File: src/rtl/ram_2p_bwe_clr_pkg.sv
// Shared types and helpers for the byte-enable dual-port RAM.
// Imported by the interface, clear controller and top level.
package ram_pkg;

    typedef enum logic {
        IDLE,
        CLEAR
    } state_t;

    function automatic int num_lanes(input int dw, input int bw);
        return dw / bw;
    endfunction

    function automatic bit lanes_ok(input int dw, input int bw);
        return (bw > 0) && (dw % bw == 0);
    endfunction

endpackage

File: src/rtl/ram_2p_bwe_clr_if.sv
// Write/read/clear bus of the byte-enable dual-port RAM.
// The master drives requests; the slave is the RAM.
interface ram_2p_bwe_clr_if
    import ram_pkg::*;
#(
    parameter int DATA_WIDTH = 32,
    parameter int ADDR_WIDTH = 4,
    parameter int BYTE_WIDTH = 8
);
    localparam int NL = num_lanes(DATA_WIDTH, BYTE_WIDTH);

    logic [DATA_WIDTH-1:0] Data_in;
    logic [ADDR_WIDTH-1:0] write_addr;
    logic                  WEN;
    logic [NL-1:0]         BEN;
    logic [ADDR_WIDTH-1:0] read_addr;
    logic                  REN;
    logic                  CLR_REQ;
    logic [DATA_WIDTH-1:0] Data_out;
    logic                  Out_valid;
    logic                  BUSY;

    modport master (
        output Data_in, write_addr, WEN, BEN,
        output read_addr, REN, CLR_REQ,
        input  Data_out, Out_valid, BUSY
    );

    modport slave (
        input  Data_in, write_addr, WEN, BEN,
        input  read_addr, REN, CLR_REQ,
        output Data_out, Out_valid, BUSY
    );

endinterface

File: src/rtl/ram_2p_bwe_clr_clear_ctrl.sv
// Clear sweep controller: walks every address once, then returns
// to IDLE. Drives the clear side of the array write mux.
module ram_clear_ctrl
    import ram_pkg::*;
#(
    parameter int ADDR_WIDTH   = 4,
    parameter bit CLR_ON_RESET = 1'b1
) (
    input  logic                  clk,
    input  logic                  rst,
    input  logic                  clr_req,
    output logic                  busy,
    output logic                  clr_we,
    output logic [ADDR_WIDTH-1:0] clr_addr
);

    state_t                state_q, state_d;
    logic [ADDR_WIDTH-1:0] addr_q, addr_d;

    always_ff @(posedge clk or posedge rst) begin
        if (rst) begin
            state_q <= CLR_ON_RESET ? CLEAR : IDLE;
            addr_q  <= '0;
        end else begin
            state_q <= state_d;
            addr_q  <= addr_d;
        end
    end

    always_comb begin
        state_d = state_q;
        addr_d  = addr_q;
        unique case (state_q)
            IDLE: begin
                if (clr_req) begin
                    state_d = CLEAR;
                    addr_d  = '0;
                end
            end
            CLEAR: begin
                // counter wraps to 0 on the last address
                addr_d = addr_q + ADDR_WIDTH'(1);
                if (addr_q == '1) begin
                    state_d = IDLE;
                end
            end
            default: begin
                state_d = IDLE;
                addr_d  = '0;
            end
        endcase
    end

    assign busy     = (state_q == CLEAR);
    assign clr_we   = (state_q == CLEAR);
    assign clr_addr = addr_q;

endmodule

File: src/rtl/ram_2p_bwe_clr.sv
// Simple-dual-port RAM with byte enables, write-first read bypass
// and a sweep clear engine. Storage has no reset.
module ram_2p_bwe_clr
    import ram_pkg::*;
#(
    parameter int DATA_WIDTH   = 32,
    parameter int ADDR_WIDTH   = 4,
    parameter int BYTE_WIDTH   = 8,
    parameter logic [DATA_WIDTH-1:0] CLR_VALUE = '0,
    parameter bit CLR_ON_RESET = 1'b1
) (
    input  logic             CLK,
    input  logic             RST,
    ram_2p_bwe_clr_if.slave  bus
);

    localparam int NL    = num_lanes(DATA_WIDTH, BYTE_WIDTH);
    localparam int DEPTH = 2 ** ADDR_WIDTH;

    if (!lanes_ok(DATA_WIDTH, BYTE_WIDTH)) begin : g_bad_width
        $error("DATA_WIDTH must be a multiple of BYTE_WIDTH");
    end

    logic [DATA_WIDTH-1:0] mem [DEPTH];

    logic                  busy;
    logic                  clr_we;
    logic [ADDR_WIDTH-1:0] clr_addr;
    logic                  user_ok;
    logic                  user_we;
    logic                  user_re;
    logic [ADDR_WIDTH-1:0] wr_addr;
    logic [DATA_WIDTH-1:0] wr_data;
    logic [NL-1:0]         lane_we;
    logic [DATA_WIDTH-1:0] rd_word;
    logic [DATA_WIDTH-1:0] dout_q;
    logic                  valid_q;

    ram_clear_ctrl #(
        .ADDR_WIDTH   (ADDR_WIDTH),
        .CLR_ON_RESET (CLR_ON_RESET)
    ) u_clr (
        .clk      (CLK),
        .rst      (RST),
        .clr_req  (bus.CLR_REQ),
        .busy     (busy),
        .clr_we   (clr_we),
        .clr_addr (clr_addr)
    );

    // a clear request in IDLE wins over same-cycle user traffic
    assign user_ok = !busy && !bus.CLR_REQ;
    assign user_we = user_ok && bus.WEN;
    assign user_re = user_ok && bus.REN;

    always_comb begin
        wr_addr = bus.write_addr;
        wr_data = bus.Data_in;
        lane_we = '0;
        if (clr_we) begin
            wr_addr = clr_addr;
            wr_data = CLR_VALUE;
            lane_we = '1;
        end else if (user_we) begin
            lane_we = bus.BEN;
        end
    end

    always_ff @(posedge CLK) begin
        for (int i = 0; i < NL; i++) begin
            if (lane_we[i]) begin
                mem[wr_addr][i*BYTE_WIDTH +: BYTE_WIDTH] <=
                    wr_data[i*BYTE_WIDTH +: BYTE_WIDTH];
            end
        end
    end

    // write-first bypass, lane by lane
    always_comb begin
        rd_word = mem[bus.read_addr];
        for (int i = 0; i < NL; i++) begin
            if (user_we && bus.BEN[i] &&
                bus.write_addr == bus.read_addr) begin
                rd_word[i*BYTE_WIDTH +: BYTE_WIDTH] =
                    bus.Data_in[i*BYTE_WIDTH +: BYTE_WIDTH];
            end
        end
    end

    always_ff @(posedge CLK or posedge RST) begin
        if (RST) begin
            dout_q  <= '0;
            valid_q <= 1'b0;
        end else begin
            valid_q <= user_re;
            if (user_re) begin
                dout_q <= rd_word;
            end
        end
    end

    assign bus.Data_out  = dout_q;
    assign bus.Out_valid = valid_q;
    assign bus.BUSY      = busy;

endmodule

File: src/flat_wrapper.sv
// flat-port wrapper written by rule: the top's interface ports become plain ports
module ram_2p_bwe_clr_flat import ram_pkg::*;
#(
    parameter int DATA_WIDTH   = 32,
    parameter int ADDR_WIDTH   = 4,
    parameter int BYTE_WIDTH   = 8,
    parameter logic [DATA_WIDTH-1:0] CLR_VALUE = '0,
    parameter bit CLR_ON_RESET = 1'b1
)
  (CLK, RST, bus_Data_in, bus_write_addr, bus_WEN, bus_BEN, bus_read_addr, bus_REN, bus_CLR_REQ, bus_Data_out, bus_Out_valid, bus_BUSY);
  ram_2p_bwe_clr_if #(.DATA_WIDTH(DATA_WIDTH), .ADDR_WIDTH(ADDR_WIDTH), .BYTE_WIDTH(BYTE_WIDTH)) bus_i ();
  input  logic CLK;
  input  logic RST;
  input wire logic [$bits(bus_i.Data_in)-1:0] bus_Data_in;
  input wire logic [$bits(bus_i.write_addr)-1:0] bus_write_addr;
  input wire logic [$bits(bus_i.WEN)-1:0] bus_WEN;
  input wire logic [$bits(bus_i.BEN)-1:0] bus_BEN;
  input wire logic [$bits(bus_i.read_addr)-1:0] bus_read_addr;
  input wire logic [$bits(bus_i.REN)-1:0] bus_REN;
  input wire logic [$bits(bus_i.CLR_REQ)-1:0] bus_CLR_REQ;
  output wire logic [$bits(bus_i.Data_out)-1:0] bus_Data_out;
  output wire logic [$bits(bus_i.Out_valid)-1:0] bus_Out_valid;
  output wire logic [$bits(bus_i.BUSY)-1:0] bus_BUSY;
  assign bus_i.Data_in = bus_Data_in;
  assign bus_i.write_addr = bus_write_addr;
  assign bus_i.WEN = bus_WEN;
  assign bus_i.BEN = bus_BEN;
  assign bus_i.read_addr = bus_read_addr;
  assign bus_i.REN = bus_REN;
  assign bus_i.CLR_REQ = bus_CLR_REQ;
  assign bus_Data_out = bus_i.Data_out;
  assign bus_Out_valid = bus_i.Out_valid;
  assign bus_BUSY = bus_i.BUSY;
  ram_2p_bwe_clr #(.DATA_WIDTH(DATA_WIDTH), .ADDR_WIDTH(ADDR_WIDTH), .BYTE_WIDTH(BYTE_WIDTH), .CLR_VALUE(CLR_VALUE), .CLR_ON_RESET(CLR_ON_RESET)) u_core (.CLK(CLK), .RST(RST), .bus(bus_i));
endmodule
File: config.mk
export PLATFORM = sky130hd
export DESIGN_NAME = ram_2p_bwe_clr_flat
export DESIGN_NICKNAME = d
export VERILOG_FILES = /design/src/rtl/ram_2p_bwe_clr_pkg.sv /design/src/rtl/ram_2p_bwe_clr_if.sv /design/src/rtl/ram_2p_bwe_clr_clear_ctrl.sv /design/src/rtl/ram_2p_bwe_clr.sv /design/src/flat_wrapper.sv
export SDC_FILE = /design/constraint.sdc
export NUM_CORES = 1
export LEC_CHECK = 0
export BUFFER_PORTS_ARGS = -buffer_cell sky130_fd_sc_hd__buf_2
export CELL_PAD_IN_SITES_DETAIL_PLACEMENT = 0
export CELL_PAD_IN_SITES_GLOBAL_PLACEMENT = 1
export CORE_UTILIZATION = 35
export CTS_BUF_LIST = sky130_fd_sc_hd__clkbuf_4
export DETAILED_ROUTE_END_ITERATION = 12
export PLACE_DENSITY_LB_ADDON = 0.1
export SYNTH_ARGS = -nofsm -noshare
export SYNTH_HDL_FRONTEND = slang
export SYNTH_HIERARCHICAL = 1
export SYNTH_SLANG_ARGS = --single-unit
File: constraint.sdc
create_clock -name CLK -period 5.9 [get_ports CLK]
set_input_delay 1.475 -clock CLK [delete_from_list [all_inputs] [get_ports CLK]]
set_output_delay 1.475 -clock CLK [all_outputs]
set_load 0.03 [all_outputs]
==> results.md, run 1 <==
* Post-CTS Setup Bufs at 0
* Clock Latency Late Sink at 950 ps
* Cells after Synth at 1106
* Final cell count without fillers at 2244
* WL/cell at 25.3 µm
* Htree depth at 4
* Largest net degree at the start of global routing at 86
* PD cells at 441 nW/µm²
* Min cycle time layout at 4130 ps
* Seq/Total Area, Yosys at 74.3%
* Worst VDD drop at 154 µV
* DIE HEIGHT at 253 µm
* Crit Path Max Fanout at 33
* Hold-fix buffers, CTS at 0
* R2R setup slack at 2400 ps
* Clk root buf: clkbuf_4
* Hold WC Path Type: in -> async
* Clock Skew at 53.9 ps
* Overall power at 11100 µW
* Final nets at 1342
* Number of synthesized register bits at 550
* Worst Max-Slew Pin Slew at 1330 ps
* DR iter-0 viols at 908
* Fin area at 25100 µm²
* Worst Setup Start Kind: flop
* Comb power frac at 19.4%
* Highest Clock Rate at 0.242 GHz
* Antenna violations before repair at 2
* Pleak at 0.00891 µW
* Layout cell share with drive strength beyond 1 at 32.9%
* Switching Fraction at 30.0%
* Num CTS Buffers at 148
* Synthesized Nets at 1156
* Vias in the first global route at 11.9k
* Inst Count DP at 1979
* Core box area at 61800 µm²
* RePlAce Congestion at 0.717
* RSZ-0062 raised after global routing: no
* DRC at 0
* Status: complete, no violations
* Pint at 7770 µW
* Synthesis-to-finish area growth at 14.4%
* Dpl cell area at 23300 µm²
* Syn_area_per_cell at 19.9 µm²
* Max-slew violations at 0
* CP arrival at 2650 ps
* Fin util at 40.7%
* Maximum clock path buffer count at 3
* Syn. warnings at 6
* Drt total wl at 56700 µm
* # fillers at 5631
* Global-route wire length before repair at 82300 µm
* IO Count at 83
* Worst relative slew slack at 10.8%
* Worst Path Required at 4430 ps
* Starting Density at 35.5%
* Synth unique cells at 40
* Crit share post-route at 69.9%
* Endpoints failing hold at 0
* Register area at 16300 µm²
* Register share of total power at 50.6%
* CTS resizes at 0
* Final HPWL DP at 35600 µm
* Row count at 91
* Final Setup Violations at 0
* Die X at 253 µm
* Port bufs at 82
* TritonCTS clock tree: yes
* Clock-pin slew on the worst setup and hold paths at 60 ps
* Max-Cap Viols at 0
* Vias per std cell at 5.03
* Critical path type: reg -> out
* Clock Power Share at 30.0%
* Final setup TNS at 0 ps
* Congestion Overflow GR at 0
* Antenna-violating nets left at 0
* Die footprint at 63800 µm²
* GRT Resource Usage Total at 18.5%
* Net load switching power at 3330 µW
* Multi-input logic area at 5270 µm²
* Post-Syn Area at 22000 µm²
* DR pass1 iterations at 5
* CP Capture Type: primary output
* Clock sink count at 550
* Vias after detailed routing at 11.3k
==> metrics by stage <==
step	setup slack, ps	hold WS, ps
final	1770	496
after floorplan	2720	480
after detailed placement	1690	530
after global placement	1780	525
after CTS	1580	354
after global routing	1540	414
==> synth_stat cells <==
library cell,instances,area [µm²]
edfxtp_1,512,15400
mux4_2,128,2880
nor2_1,91,342
mux2i_1,81,811
dfrtp_1,37,926
nor2b_1,34,213
nand2_1,26,97.6
clkbuf_1,24,90.1
buf_2,22,110
a31oi_1,19,119
o2bb2ai_1,19,166
and2_1,13,81.3
nand3_1,12,60.1
a221o_1,8,80.1
inv_1,8,30.0
and3_1,7,43.8
buf_4,7,52.6
buf_6,6,67.6
a21o_1,5,37.5
a22oi_1,5,37.5
a41o_1,5,50.1
xor2_1,5,43.8
a21oi_1,4,20.0
buf_1,4,15.0
nand2b_1,4,25.0
o32ai_1,4,35.0
o21ai_1,2,10.0
o22ai_1,2,12.5
a21oi_2,1,8.76
a22o_1,1,8.76
a32o_1,1,10.0
a41oi_1,1,8.76
clkinv_1,1,3.75
dfstp_2,1,26.3
ha_1,1,12.5
mux2_2,1,11.3
nor2_2,1,6.26
nor4_4,1,21.3
o21ai_0,1,5.00
or3b_1,1,8.76
==> power groups by stage <==
stage          Clock, µW  Sequential, µW  Combinational, µW
3_3_place_gp           0            5690               2190
5_1_grt             3650            5690               2330
4_1_cts             3460            5630               2210
3_5_place_dp           0            5700               2200
6_report            3330            5610               2160
2_1_floorplan          0            5770               1200
==> layer usage <==
layer | wire length, µm | share of wire, % | global-route usage, %
met5 | 0 | 0 | 0
met4 | 1290 | 2.3 | 7.17
met3 | 3200 | 5.6 | 5.14
met2 | 26800 | 47 | 28.4
met1 | 25400 | 45 | 24.9
==> cells in the final DEF, fill, tap and decap left out, drive strengths merged, types with 10 or more instances in the layout <==
cell / instances
edfxtp: 512
clkbuf: 220
mux4: 128
buf: 99
nor2: 92
mux2i: 81
clkinv: 39
dfrtp: 37
nor2b: 34
nand2: 26
a31oi: 19
o2bb2ai: 19
and2: 13
nand3: 12
inv: 10
==> sequential cells by signal, indices dropped and copies added (netlist names) <==
| name | count |
|---|---|
| u_core/bus.Out_valid | 1 |
| u_core/u_clr/clr_addr | 4 |
| u_core/u_clr/busy | 1 |
| u_core/bus.Data_out | 32 |
| u_core/mem | 512 |
==> final cells by class <==
class,instances,share of cell area (%)
Multi-Input combinational cell,484,21.0
Tap cell,837,4.17
Inverter,9,0.134
Clock inverter,42,0.851
Timing Repair Buffer,99,2.31
Sequential cell,550,65.0
Antenna cell,3,0.0299
Clock buffer,220,6.57
==> path summary, 6_finish.rpt <==
kind	start	to	cells after the start
hold reg to reg	u_core/bus.Data_out[7]	u_core/bus.Data_out[7]	2
hold / removal	RST	u_core/u_clr/clr_addr[0]	2
min in group CLK	u_core/bus.Data_out[7]	u_core/bus.Data_out[7]	2
setup / recovery	u_core/u_clr/busy	bus_BUSY	2
max in group asynchronous	RST	u_core/bus.Data_out[6]	2
setup reg to reg	u_core/u_clr/busy	u_core/mem[15][2]	4
==> worst max-delay path, cell delays in order (launching register included) <==
cell and delay (ps):
dfstp_2 990, buf_4 470, buf_2 270
==> cell families after synthesis <==
logic type | Yosys count | share of synthesized area, %
mux | 210 | 16.9
compound gates | 78 | 2.77
simple gates | 190 | 4.09
buf+inv | 72 | 1.68
flops | 550 | 74.3
fa+ha+maj | 1 | 0.0570
xor+xnor | 5 | 0.199
(Power assumes the default switching activity.)
==> run 2, diff against run 1 <==
--- a/config.mk
+++ b/config.mk
@@ -5,6 +5,7 @@
 export SDC_FILE = /design/constraint.sdc
 export NUM_CORES = 1
 export LEC_CHECK = 0
+export ABC_AREA = 1
 export BUFFER_PORTS_ARGS = -buffer_cell sky130_fd_sc_hd__buf_2
 export CELL_PAD_IN_SITES_DETAIL_PLACEMENT = 0
 export CELL_PAD_IN_SITES_GLOBAL_PLACEMENT = 1
==> constraint.sdc (replaced) <==
create_clock -name CLK -period 3.48 [get_ports CLK]
set_input_delay 0.87 -clock CLK [delete_from_list [all_inputs] [get_ports CLK]]
set_output_delay 0.87 -clock CLK [all_outputs]
set_load 0.03 [all_outputs]
==> run 2 against run 1 <==
Effect of this change: first-iteration DRC count is 19% higher; worst hold slack worse by 260 ps; die area is 10% higher; global-route usage is 2.6 points higher; critical endpoint unchanged; routed wire length is 27% higher; sequential share of layout area is 6.9 points lower; clock-buffer cell count is 16 higher; core utilization is 0.45 points higher; non-clock buffer count is 98 higher.
==> results.md, run 2 <==
* Commonest non-fill, non-tap cell in the layout: nand2_1
* Pint at 13900 µW
* DR pass1 iterations at 5
* Starting Density at 35.3%
* Pleak at 0.0127 µW
* CP arrival at 2190 ps
* Layout cell share with drive strength beyond 1 at 18.4%
* Core box area at 68500 µm²
* Clock Latency Late Sink at 970 ps
* WL/cell at 19.6 µm
* Clock Power Share at 28.3%
* Top_reg_cell synth: edfxtp_1
* Worst Path Required at 2610 ps
* Endpoints failing hold at 0
* Syn_area_per_cell at 9.91 µm²
* Port bufs at 82
* Clk root buf: clkbuf_4
* Final setup TNS at 0 ps
* Vias per std cell at 4.68
* Vias after detailed routing at 17.2k
* Antenna violations before repair at 2
* RePlAce Congestion at 0.806
* Largest cells by area after synthesis: edfxtp_1, nand2_1, nand3_1, inv_1, dfrtp_1
* Comb power frac at 23.8%
* CP cell instances: buf_4 > buf_2
* CTS resizes at 0
* Crit share post-route at 88.0%
* Number of synthesized register bits at 550
* Register share of total power at 47.8%
* Clock sink count at 550
* Htree depth at 4
* Maximum clock path buffer count at 3
* Max-Cap Viols at 0
* Drt total wl at 72100 µm
* Global-route wire length before repair at 108000 µm
* Worst relative slew slack at 37.4%
* Seq/Total Area, Yosys at 67.5%
* Crit-path max cell delay at 740 ps
* Net load switching power at 6710 µW
* Row count at 96
* DR iter-0 viols at 1081
* Congestion Overflow GR at 0
* Clock Skew at 65.0 ps
* Vias in the first global route at 17.3k
* Die footprint at 70200 µm²
* PD cells at 732 nW/µm²
* Highest Clock Rate at 0.326 GHz
* Critical path type: reg -> out
* Max FFs per register at 512
* Worst VDD drop at 407 µV
* IO Count at 83
* DIE HEIGHT at 265 µm
* Synthesis-to-finish area growth at 16.3%
* Switching Fraction at 32.6%
* Synth async-reset ratio at 6.91%
* Cells after Synth at 2441
* Synthesized Nets at 2491
* Hold_ws at 234 ps
* Final HPWL DP at 45200 µm
* Post-CTS Setup Bufs at 0
* Hold-fix buffers, CTS at 1
* Status: complete, no violations
* Crit Path Max Fanout at 16
* Num CTS Buffers at 153
* Largest area contributor in the synthesized netlist: edfxtp_1
* Post-Syn Area at 24200 µm²
* Worst Max-Slew Pin Slew at 938 ps
* EDFF count, synth at 512
* Most frequent cells in the layout: nand2_1, edfxtp_1, nand3_1
* Die X at 265 µm
* Most frequent cell after synthesis: nand2_1
* Crit path max-delay family: flip-flops
* Buf/Inv on CP at 2
* Final nets at 2718
* Largest net degree at the start of global routing at 130
* Inst Count DP at 3394
* Synth top cells by count: nand2_1, edfxtp_1, nand3_1
* TritonCTS clock tree: yes
* Synth unique cells at 25
* Final cell count without fillers at 3675
* Max-slew violations at 0
* Clock-pin slew on the worst setup and hold paths at 50 ps
* Hold WC Path Type: in -> reg
* Slowest CP cell: dfstp_2
* Largest Register: u_core/mem
* RSZ-0062 raised after global routing: no
* Worst Setup Start Kind: flop
* Syn. warnings at 6
* Antenna-violating nets left at 0
* Min cycle time layout at 3060 ps
* CP Capture Type: primary output
* Final Setup Violations at 0
* DRC at 0
* Synth top area share at 63.5%
* GRT Resource Usage Total at 21.1%
[run 2: cell count changes in the layout (fill, tap and decap cells not counted), moves of 45 or more]
cell / before / now
nand2_1: 26 / 898
nand3_1: 12 / 353
inv_1: 7 / 303
mux4_2: 128 / 0
buf_4: 15 / 107
mux2i_1: 81 / 0
nor2_2: 1 / 46
[run 2: cells by family (layout without fill, tap and decap cells)]
group,after synthesis,after routing,share of synthesized area [%]
flip-flops,550,550,67.5
adder cells (fa/ha/maj),1,1,0.0517
other,0,2,0
XOR/XNOR,3,3,0.109
AND/OR/NAND/NOR,1437,1437,24.6
AO/OA/AOI/OAI,12,12,0.326
buffers and inverters,438,788,7.46
[run 2: per-stage QoR]
step	setup WS [ps]	power [µW]	area, µm²	utilization, %
2_1_floorplan	1070	12600	24200	-
3_3_place_gp	548	15000	26200	38.2
3_5_place_dp	505	15000	26200	38.2
4_1_cts	246	20900	28100	41.1
5_1_grt	234	21800	28100	41.1
6_report	416	20600	28100	41.1
[run 2: path summary, 6_finish.rpt]
kind	from	to	slack, ps	cells after the start
worst min-delay path	bus_CLR_REQ	u_core/u_clr/busy	230	3
worst max register to register	u_core/u_clr/busy	u_core/mem[14][9]	710	9
min in group asynchronous	RST	u_core/u_clr/clr_addr[1]	490	3
max in group asynchronous	RST	u_core/bus.Data_out[10]	2050	4
worst min register to register	u_core/bus.Data_out[27]	u_core/bus.Data_out[27]	470	2
worst max-delay path	u_core/u_clr/busy	bus_BUSY	420	2
[run 2: cell type report]
class	count	area (µm²)
fill	6771	40300
clock buffer	236	1770
clock inverter	42	190
timing repair buffer	197	1400
antenna	2	5.00
inverter	313	1180
tap	882	1100
sequential	550	16300
multi-input combinational	1453	6160
[run 2: layer usage]
layer	vias up	track usage (%)	routed length, µm
li1	8432	-	-
met1	8135	29.6	34200
met2	510	32.8	32700
met3	107	3.86	3630
met4	0	7.14	1550
met5	-	0	0
[run 2: tightest hold or removal path, cell delays in order]
cell,delay (ps)
buf_2,100
o21ai_0,70
nand2_1,60
[run 2: power by group through the flow]
stage / sequential (µW) / combinational [µW] / clock [µW]
after global placement: 9980 / 4970 / 0
final: 9850 / 4910 / 5830
after detailed placement: 9990 / 4980 / 0
after floorplan: 10200 / 2470 / 0
after CTS: 9870 / 4990 / 6040
after global routing: 10000 / 5440 / 6350
